==> src/rtl/fifo_uart_tx.sv <==
// Purpose: pops words from a sync FIFO and sends each as a serial frame (start, WIDTH data bits LSB-first, stop).
// Latency: start bit begins 2 cycles after the fifo_rd pulse; one word takes (WIDTH+2)*CLKS_PER_BIT+2 cycles.
// Backpressure: fifo_empty is evaluated only at a frame boundary, and a read is issued only when the FIFO is non-empty.
module fifo_uart_tx #(
  parameter int WIDTH        = 8,
  parameter int CLKS_PER_BIT = 16
) (
  input  logic             clk,
  input  logic             reset,
  input  logic             fifo_empty,
  input  logic [WIDTH-1:0] fifo_data,
  output logic             fifo_rd,
  output logic             tx,
  output logic             busy,
  output logic [15:0]      frames_sent
);

  localparam int BAUD_W = $clog2(CLKS_PER_BIT);
  localparam int IDX_W  = $clog2(WIDTH) + 1;
  localparam logic [BAUD_W-1:0] BAUD_LAST = BAUD_W'(CLKS_PER_BIT - 1);
  localparam logic [IDX_W-1:0]  IDX_LAST  = IDX_W'(WIDTH - 1);

  typedef enum logic [2:0] {
    IDLE,
    LOAD,
    START,
    DATA,
    STOP
  } state_e;

  state_e            state_q, state_d;
  logic [BAUD_W-1:0] baud_q, baud_d;
  logic [IDX_W-1:0]  idx_q, idx_d;
  logic [WIDTH-1:0]  shift_q, shift_d;
  logic              tx_q, tx_d;
  logic              rd_q, rd_d;
  logic              busy_q, busy_d;
  logic [15:0]       frames_q, frames_d;
  logic              baud_last;

  assign baud_last = (baud_q == BAUD_LAST);

  // Next-state and next-output logic; a cycle in IDLE with rd_q set is the FIFO read cycle.
  always_comb begin
    state_d  = state_q;
    baud_d   = baud_q;
    idx_d    = idx_q;
    shift_d  = shift_q;
    tx_d     = tx_q;
    rd_d     = 1'b0;
    busy_d   = busy_q;
    frames_d = frames_q;
    unique case (state_q)
      IDLE: begin
        tx_d = 1'b1;
        if (rd_q) begin
          // Read already issued; data shows up on fifo_data during LOAD.
          state_d = LOAD;
        end else if (!fifo_empty) begin
          rd_d   = 1'b1;
          busy_d = 1'b1;
        end
      end
      LOAD: begin
        shift_d = fifo_data;
        baud_d  = '0;
        tx_d    = 1'b0;
        state_d = START;
      end
      START: begin
        if (baud_last) begin
          baud_d  = '0;
          idx_d   = '0;
          tx_d    = shift_q[0];
          state_d = DATA;
        end else begin
          baud_d = baud_q + BAUD_W'(1);
        end
      end
      DATA: begin
        if (baud_last) begin
          baud_d  = '0;
          shift_d = shift_q >> 1;
          if (idx_q == IDX_LAST) begin
            tx_d    = 1'b1;
            state_d = STOP;
          end else begin
            idx_d = idx_q + IDX_W'(1);
            tx_d  = shift_d[0];
          end
        end else begin
          baud_d = baud_q + BAUD_W'(1);
        end
      end
      STOP: begin
        tx_d = 1'b1;
        if (baud_last) begin
          baud_d   = '0;
          idx_d    = '0;
          frames_d = frames_q + 16'd1;
          state_d  = IDLE;
          // Issue the next read on the boundary itself so back-to-back words
          // cost only the read cycle plus LOAD between stop and start.
          if (!fifo_empty) begin
            rd_d   = 1'b1;
            busy_d = 1'b1;
          end else begin
            busy_d = 1'b0;
          end
        end else begin
          baud_d = baud_q + BAUD_W'(1);
        end
      end
      default: begin
        state_d = IDLE;
      end
    endcase
  end

  // State and registered outputs; reset discards any in-flight word.
  always_ff @(posedge clk) begin
    if (!reset) begin
      state_q  <= IDLE;
      baud_q   <= '0;
      idx_q    <= '0;
      shift_q  <= '0;
      tx_q     <= 1'b1;
      rd_q     <= 1'b0;
      busy_q   <= 1'b0;
      frames_q <= '0;
    end else begin
      state_q  <= state_d;
      baud_q   <= baud_d;
      idx_q    <= idx_d;
      shift_q  <= shift_d;
      tx_q     <= tx_d;
      rd_q     <= rd_d;
      busy_q   <= busy_d;
      frames_q <= frames_d;
    end
  end

  assign fifo_rd     = rd_q;
  assign tx          = tx_q;
  assign busy        = busy_q;
  assign frames_sent = frames_q;

endmodule
==> config.mk <==
export PLATFORM = sky130hd
export DESIGN_NAME = fifo_uart_tx
export DESIGN_NICKNAME = d
export VERILOG_FILES = /design/src/rtl/fifo_uart_tx.sv
export SDC_FILE = /design/constraint.sdc
export NUM_CORES = 1
export LEC_CHECK = 0
export BUFFER_PORTS_ARGS = -buffer_cell sky130_fd_sc_hd__buf_2
export CAP_MARGIN = 20
export CORE_MARGIN = 8
export CORE_UTILIZATION = 40
export CTS_CLUSTER_SIZE = 28
export DETAILED_ROUTE_END_ITERATION = 8
export PLACE_DENSITY_LB_ADDON = 0.3
export SYNTH_ARGS = -nofsm -noshare
export SYNTH_HDL_FRONTEND = slang
export SYNTH_SLANG_ARGS = --single-unit
==> constraint.sdc <==
create_clock -name clk -period 1.9 [get_ports clk]
set_input_delay 0 -clock clk [delete_from_list [all_inputs] [get_ports clk]]
set_output_delay 0 -clock clk [all_outputs]
set_load 0.05 [all_outputs]
# ---- Word level (Yosys, flattened, before mapping)
# Index checks and enable logic that the tools add are counted.
dict set report word_totals {
  reg_bits 38
  latch_bits 0
  ramBits 0
  mem_bits_ro 0
  inputBits 11
  output_inout_bits 19
  word_cells 67
  n_memories 0
}
dict set report op_classes {
  add_sub_neg 3
  n_mul 0
  n_div 0
  magnitude_cmp 0
  eq_ne 15
  shift 0
  mux 26
  bitwise 0
  n_reduce_logical 15
}
# op n
set op_table {}
lappend op_table {{16-bit by 1-bit adder with 16-bit output, second input constant} 1}
lappend op_table {{4-bit 2-to-1 mux} 4}
lappend op_table {{2-bit != test, second input constant} 8}
lappend op_table {{4-bit case mux with 2 select lines} 2}
lappend op_table {{8-bit case mux with 2 select lines} 1}
lappend op_table {{3-bit 2-to-1 mux} 5}
lappend op_table {{3-bit case mux with 5 select lines} 1}
lappend op_table {{1-bit 2-to-1 mux} 9}
lappend op_table {{4-bit by 1-bit adder with 4-bit output, second input constant} 2}
lappend op_table {{8-bit 2-to-1 mux} 1}
lappend op_table {{4-bit AND reduction} 2}
lappend op_table {{2-bit nonzero test} 4}
lappend op_table {{3-bit by 2-bit equality test with 1-bit output, second input constant} 2}
lappend op_table {{5-bit AND reduction} 1}
lappend op_table {{4-bit by 3-bit equality test with 1-bit output, second input constant} 1}
lappend op_table {{4-bit equality test, second input constant} 1}
lappend op_table {{1-bit case mux with 2 select lines} 2}
lappend op_table {{1-bit case mux with 4 select lines} 1}
lappend op_table {{2-bit AND reduction} 2}
lappend op_table {{4-bit nonzero test} 1}
lappend op_table {{2-bit OR reduction} 2}
lappend op_table {{3-bit by 1-bit equality test with 1-bit output, second input constant} 1}
lappend op_table {{3-bit equality test, second input constant} 1}
lappend op_table {{3-bit zero test} 1}
lappend op_table {{3 further kinds} 3}

# ---- Longest topological paths before layout
# Gate-level depths: netlist (run 1).
dict set report logic_depth {
  word_depth 4
  depth_mapped 7
  depth_no_buf 5
}

# ---- Least setup slack after synthesis (run 1)
# OpenSTA, ideal clock, no wires.
dict set report synth_path {
  path_type {register to register}
  start {register frames_q[3] (netlist: frames_sent[3])}
  end {register frames_q[15] (netlist: frames_sent[15])}
  setup_ns 0.070
  arrival_ns 2.228
  required_time_ns 1.830
  path_slack_ns -0.399
  stages_incl_launch_ff 6
  path_buffers 1
  period_less_slack_ns 2.299
  path_cell_list {dfxtp_1 nand4_1 or4_1 buf_2 or4_1 a21oi_1}
}
dict set report synth_between {
  elab_chain_cells 1
}
# item line_no
set synth_lines {}
lappend synth_lines {{from (decl)} 38} ;# logic [15:0] frames_q, frames_d;
lappend synth_lines {{from (signal assigned)} 139} ;# frames_q <= frames_d;
lappend synth_lines {{16-bit by 1-bit adder with 16-bit output} 100} ;# frames_d = frames_q + 16'd1;
# No other way between the ends.
# A chain may end at the register's enable or synchronous reset.

# ---- Worst setup path in the final report (run 1)
dict set report layout_path {
  start {register state_q[0]}
  end {register frames_q[15] (netlist: frames_sent[15])}
}
dict set report layout_between {
  elab_chain_cells 2
}
# item line_no
set layout_lines {}
lappend layout_lines {{from (decl)} 31} ;# state_e state_q, state_d;
lappend layout_lines {{from (signal assigned)} 132} ;# state_q <= state_d;
lappend layout_lines {{3-bit equality test} 53} ;# unique case (state_q)
lappend layout_lines {{2-bit AND reduction (no source line)} -}
# No other way between the ends.

==> reports/qor.yml, run 1 <==
global_route:
  antenna_found_initial: 0
  grt_pass1_vias: 1594
  gr-total-overflow: 0
  grt_use_total: 0.1200
  grt_max_degree: 19
  grt_pass1_wl_um: 7224
finish:
  fin_nets: 275
  fin_util: 0.5194
  syn_to_final_growth_pct: 24.40
  antenna_cells: 0
  stdcell_count: 314
  fill_cells: 434
  drive_gt1_frac: 0.2748
worst_setup_path:
  critical_path.max_fanout: 5
  r2r.worst_path.cells: 4
  r2r_slack_ns: 0.001
  cp-start-kind: "flip-flop"
  crit_required_ns: 2.13
  r2r_end: "frames_sent[15]$_SDFFE_PN0P_"
  path_cells: "or3b_4 > or4_4 > or4_4 > a21oi_2"
  critPathKind: "reg2reg"
  slowest_delay_ns: 0.56
  crit_buf_inv: 0
  r2r-start: "state_q[0]$_SDFFE_PN0P_"
  critPathSlowestCell: "or4_4"
  path_delay_family: "simple AND/OR/NAND/NOR gates"
  crit_path_frequent_cell: "or4_4"
  worstSetupEndpointType: "flip-flop"
  arrival_ns: 2.13
sta:
  fmax_ghz: 0.5266
  worst_slew_pin_slew_ns: 0.4425
  rsz0062_at_grt: "true"
  min_period_ns: 1.899
  hold_ws_ns: 0.02222
  timing_max_transition_violations_final: 0
  hold_violations: 0
  finalCritPeriodShare: 0.9995
  tns_ns: 0
  slew-limit-headroom: 0.7047
  setup_viol: 0
  worst_slack_ns: 0.001044
  finalClockSkew_ns: 0.006149
pwr:
  leakage_nw: 0.9074
  ir_drop_v: 0.0004381
  power.density_nw_per_um2: 674.3
die:
  core-area_um2: 4384
  chipHeight_um: 83.65
  die_w_um: 83.65
  rows: 24
  io_pins: 30
  die-area_um2: 6997
  start_util: 0.4175
route:
  antenna_left: 0
  drtPass1Iterations: 4
  drc_errors: 0
  wl_per_cell_um: 13.81
  viasPerCell: 5.573
  drt_iter0_drc: 107
  postRouteWirelength_um: 4336
  dr_total_vias: 1750
place:
  numPortBuffers: 29
  place.gp.congestion: 0.7535
  place_ws_ns: 0.005782
  dp_cells: 302
  hpwl_um: 3048
logic_synthesis:
  synthMuxAreaShare: 0.03828
  synth_flop_cell: "dfxtp_1"
  synthAdderAreaFrac: 0.02051
  synth_top_area_frac: 0.4156
  syn_inst: 217
  synth_cell_types: 41
  synth.area.top_cells: "dfxtp_1, a21oi_1, mux2i_1"
  async_flop_share: 0
  yosysWarnings: 0
  synth-compound-area-share: 0.2174
  yosysSeqAreaShare: 0.4156
  syn_nets: 231
  synth_top_family_by_area: "simple AND/OR/NAND/NOR gates"
  yosysMostFrequentCell: "dfxtp_1"
  syn_avg_cell_area_um2: 8.436
  synth_area_um2: 1831
  ys_ff_latch: 38
  synth_common_cells: "dfxtp_1, a21oi_1, nor2_1, nand2_1, o21ai_0"
  synth-edff-count: 0
  synth_xor_area_frac: 0.02871
  yosys.area_share.simple: 0.2310
  yosysTopAreaCell: "dfxtp_1"
clocking:
  cts_buffers: 5
  cts.sinks: 38
  clk_latency_ns: 0.29
  h-tree-depth: 2
  clk_path_buf_depth: 2
  clk_pin_slew_ns: 0.07
  clockRootBuffer: "clkbuf_8"
  cts_tree: "yes"
job:
  maxCapViolations: 0
worst_hold_path:
  hold_class: "in2reg"
  hp-start: "reset"
  worstHoldPathCells: 3
  holdPathEnd: "baud_q[2]$_SDFFE_PN0P_"
status:
  status: "complete, no violations"
==> per-stage QoR <==
step	instance area, um^2	power, mW
after floorplan	1853	0.9351
after global placement	2118	0.9706
after detailed placement	2118	0.9733
after CTS	2230	1.557
after global routing	2277	1.604
final	2277	1.535
==> repair_timing <==
action,in CTS,in global routing
endpoints found under the setup margin,2,5
gates cloned,0,1
setup buffers,0,1
hold buffers,2,0
hold endpoints to repair,3,0
pin swaps,1,2
gates resized for setup,0,8
==> routing by layer <==
layer	part of all wire	up-vias	GRT usage	routed length (um)
li1	-	893	-	-
met1	0.49	815	0.1406	2125
met2	0.44	35	0.1937	1927
met3	0.054	7	0.04297	235
met4	0.011	0	0.04710	47
met5	0	-	0	0
==> worst reg2reg max path: cells and delay by family, from the launching register on <==
kind | cells | cell delay, ns
AND/OR/NAND/NOR | 3 | 1.40
flip-flops | 1 | 0.32
AO/OA/AOI/OAI | 1 | 0.12
==> kinds of logic (layout without fill, tap and decap cells) <==
logic type | Yosys count | count (layout)
xor+xnor | 6 | 6
buf+inv | 21 | 65
compound gates | 63 | 63
fa+ha+maj | 3 | 3
simple gates | 79 | 80
mux | 7 | 7
flops | 38 | 38
==> flip-flops by register name, summed over array words and instances, names as in the netlist <==
register     flops
idx_q            4
busy             1
fifo_rd          1
state_q          3
baud_q           4
tx               1
shift_q          8
frames_sent     16
==> where the power goes <==
| part | switching, mW | leakage, nW | internal [mW] | total (mW) |
|---|---|---|---|---|
| registers | 0.00968 | 0.310 | 0.814 | 0.824 |
| logic | 0.0822 | 0.549 | 0.0528 | 0.135 |
| clock network | 0.284 | 0.0482 | 0.293 | 0.577 |
| total | 0.376 | 0.907 | 1.16 | 1.54 |
==> worst max-delay path by stage <==
stage	start	end	slack, ns	cells after the start
after floorplan	state_q[0]$_SDFFE_PN0P_	frames_sent[13]$_SDFFE_PN0P_	-0.14	6
after global placement	state_q[0]$_SDFFE_PN0P_	frames_sent[15]$_SDFFE_PN0P_	0.03	4
after detailed placement	state_q[0]$_SDFFE_PN0P_	frames_sent[15]$_SDFFE_PN0P_	0.006	4
after CTS	baud_q[0]$_SDFFE_PN0P_	frames_sent[15]$_SDFFE_PN0P_	0.03	5
after global routing	state_q[0]$_SDFFE_PN0P_	frames_sent[13]$_SDFFE_PN0P_	-0.05	4
final	state_q[0]$_SDFFE_PN0P_	frames_sent[15]$_SDFFE_PN0P_	0.001	4
==> area by class of cell <==
class | count | area, um^2 | area share
Clock inverter | 1 | 5.005 | 0.002198
Timing Repair Buffer | 49 | 300.3 | 0.1319
Inverter | 8 | 30.03 | 0.01319
Multi-Input combinational cell | 159 | 1023 | 0.4495
Clock buffer | 7 | 86.33 | 0.03791
Sequential cell | 38 | 767.0 | 0.3368
Tap cell | 52 | 65.06 | 0.02857
==> layout by cell type, fill, tap and decap left out, drive strengths merged, types with 3 or more instances in the layout <==
| master | count |
|---|---|
| nor2 | 18 |
| dfxtp | 38 |
| a21oi | 20 |
| or4 | 9 |
| mux2i | 7 |
| inv | 8 |
| nand2 | 14 |
| nand4 | 6 |
| xnor2 | 5 |
| o21ai | 14 |
| nand3 | 7 |
| ha | 3 |
| a211oi | 7 |
| buf | 47 |
| o31ai | 6 |
| or3 | 9 |
| or2 | 3 |
| clkbuf | 7 |
| a31oi | 3 |
| nand2b | 3 |
Note: power is estimated with default switching activity, not from simulation.
==> run 2, diff against run 1 <==
--- a/config.mk
+++ b/config.mk
@@ -7,6 +7,7 @@
 export LEC_CHECK = 0
 export BUFFER_PORTS_ARGS = -buffer_cell sky130_fd_sc_hd__buf_2
 export CAP_MARGIN = 20
+export CORE_ASPECT_RATIO = 0.7
 export CORE_MARGIN = 8
 export CORE_UTILIZATION = 40
 export CTS_CLUSTER_SIZE = 28
==> run 2 against run 1 <==
Sequential cell count did not move. Final area rose by 1.8%. Total power fell by 3.8%. Clock power fell by 11%. Non-clock buffer count rose by 4. Utilization rose by 1.0 points. Routed wire length rose by 6.4%. First-iteration DRC count did not move. Hold slack improved by 0.035 ns. Critical path type unchanged. Sequential power barely moved.
==> reports/qor.yml, run 2 (same netlist as run 1, synthesis figures left out) <==
route:
  postRouteWirelength_um: 4614  # +6.4%
  antenna_left: 0  # unchanged
  wl_per_cell_um: 14.42  # +4.4%
  viasPerCell: 5.684  # +2.0%
  drt_iter0_drc: 107  # unchanged
  drc_errors: 0  # unchanged
  dr_total_vias: 1819  # +3.9%
  drtPass1Iterations: 5  # +1
global_route:
  antenna_found_initial: 0  # unchanged
  grt_max_degree: 25  # +6
  grt_pass1_wl_um: 7541  # +4.4%
  grt_use_total: 0.1283  # +0.008241
  gr-total-overflow: 0  # unchanged
  grt_pass1_vias: 1633  # +2.4%
place:
  hpwl_um: 3239  # +6.3%
  place.gp.congestion: 0.7696  # +2.1%
  numPortBuffers: 29  # unchanged
  dp_cells: 307  # +1.7%
  place_ws_ns: -0.02176  # -0.02754 ns
sta:
  slew-limit-headroom: 0.4326  # -0.2721
  worst_slack_ns: 0.03780  # +0.03676 ns
  finalCritPeriodShare: 0.9801  # -0.01935
  fmax_ghz: 0.5370  # +2.0%
  timing_max_transition_violations_final: 0  # unchanged
  worst_slew_pin_slew_ns: 0.8502  # +0.4077 ns
  hold_violations: 0  # unchanged
  setup_viol: 0  # unchanged
  finalClockSkew_ns: 0.006572  # +0.0004236 ns
  min_period_ns: 1.862  # -0.03676 ns
pwr:
  p_switching_mw: 0.3579  # -4.8%
  ir_drop_v: 0.0003548  # -19%
  p_int_mw: 1.120  # -3.4%
  pwr-share-seq: 0.557  # +0.021
  power.total_mw: 1.478  # -3.8%
  swShare: 0.2422  # -0.002546
  pwr-share-comb: 0.094  # +0.006
  power.share.clock: 0.349  # -0.027
  leakage_nw: 0.9159  # +0.94%
  power.density_nw_per_um2: 637.4  # -5.5%
finish:
  fin_nets: 279  # +1.5%
  antenna_cells: 0  # unchanged
  mostFrequentLayoutCells: "dfxtp_1, buf_2, buf_4, a21oi_1, nor2_1"
  drive_gt1_frac: 0.2830  # +0.008210
  fin_util: 0.5294  # +0.01002
  final_common_cell: "dfxtp_1"
  stdcell_count: 320  # +1.9%
  syn_to_final_growth_pct: 26.66
  largest_reg_flops: 16  # unchanged
clocking:
  h-tree-depth: 2  # unchanged
  cts.sinks: 38  # unchanged
  clk_path_buf_depth: 2  # unchanged
  clk_latency_ns: 0.28  # about the same
  clk_pin_slew_ns: 0.07  # about the same
  cts_tree: "yes"
  cts_buffers: 5  # unchanged
  clockRootBuffer: "clkbuf_8"
worst_setup_path:
  r2r.worst_path.cells: 5  # +1
  path_cells: "ha_2 > nand3_4 > or4_4 > or4_1 > a21oi_1"
  crit_required_ns: 2.11  # -0.02 ns
  cp-start-kind: "flip-flop"
  critPathSlowestCell: "or4_4"
  slowest_delay_ns: 0.59  # +0.03 ns
  critical_path.max_fanout: 5  # unchanged
  critPathKind: "reg2reg"
  arrival_ns: 2.07  # -0.06 ns
  worstSetupEndpointType: "flip-flop"
die:
  io_pins: 30  # unchanged
  rows: 20  # -17%
  start_util: 0.4180  # +0.0004772
  chipHeight_um: 72.60  # -13%
  core-area_um2: 4379  # -0.11%
  die-area_um2: 7032  # +0.49%
  die_w_um: 96.86  # +16%
worst_hold_path:
  hold_class: "in2reg"
  worstHoldPathCells: 3  # unchanged
status:
  status: "complete, no violations"
job:
  maxCapViolations: 0  # unchanged
run 2: layout make-up:
| class | count | area, um^2 |
|---|---|---|
| Fill cell | 429 | 2061 |
| Tap cell | 55 | 68.82 |
| Inverter | 8 | 30.03 |
| Sequential cell | 38 | 767.0 |
| Clock buffer | 7 | 76.32 |
| Multi-Input combinational cell | 159 | 1042 |
| Timing Repair Buffer | 53 | 334.1 |
run 2: worst max-delay path: cells and delay by family (launching register included):
family                     cells  cell delay (ns)
AOI/OAI and AO/OA              1             0.13
adders and majority gates      1             0.22
DFF                            1             0.34
and+or+nand+nor                3             1.10
run 2: path summary, 6_finish.rpt:
| check | start | to | slack [ns] |
|---|---|---|---|
| max | baud_q[0]$_SDFFE_PN0P_ | frames_sent[15]$_SDFFE_PN0P_ | 0.04 |
| min | reset | baud_q[3]$_SDFFE_PN0P_ | 0.06 |
| max reg2reg | baud_q[0]$_SDFFE_PN0P_ | frames_sent[15]$_SDFFE_PN0P_ | 0.04 |
| min reg2reg | busy$_SDFFE_PN0P_ | busy$_SDFFE_PN0P_ | 0.45 |
run 2: timing repair:
action / in CTS / in global routing
setup endpoints to repair: 2 / 8
gates cloned: 0 / 1
resized for setup: 0 / 13
hold buffers: 2 / 0
pin swaps: 1 / 4
buffers inserted: 1 / 2
endpoints found under the hold margin: 3 / 0
run 2: through the flow:
stage,cell area [um^2],hold WS (ns),TNS [ns]
finish,2318,0.05747,0
global route,2318,0.06728,-0.009825
CTS,2241,0.05335,-0.002213
detailed placement,2137,0.2661,-0.02387
global placement,2137,0.2560,0
floorplan,1853,0.1503,-0.3750
run 2: power groups by stage:
stage / sequential (mW) / clock [mW] / combinational [mW]
3_3_place_gp: 0.841 / 0 / 0.131
2_1_floorplan: 0.858 / 0 / 0.0769
4_1_cts: 0.824 / 0.525 / 0.137
6_report: 0.824 / 0.516 / 0.139
5_1_grt: 0.825 / 0.562 / 0.152
3_5_place_dp: 0.842 / 0 / 0.134
run 2: layer usage:
layer  routed length [um]  share of wire  GRT usage  up-vias
met2                 1925           0.42     0.1901       42
met5                    0              0          0        -
met3                  271          0.059    0.04257        4
li1                     -              -          -      901
met1                 2382           0.52     0.1699      872
met4                   34         0.0074    0.04244        0
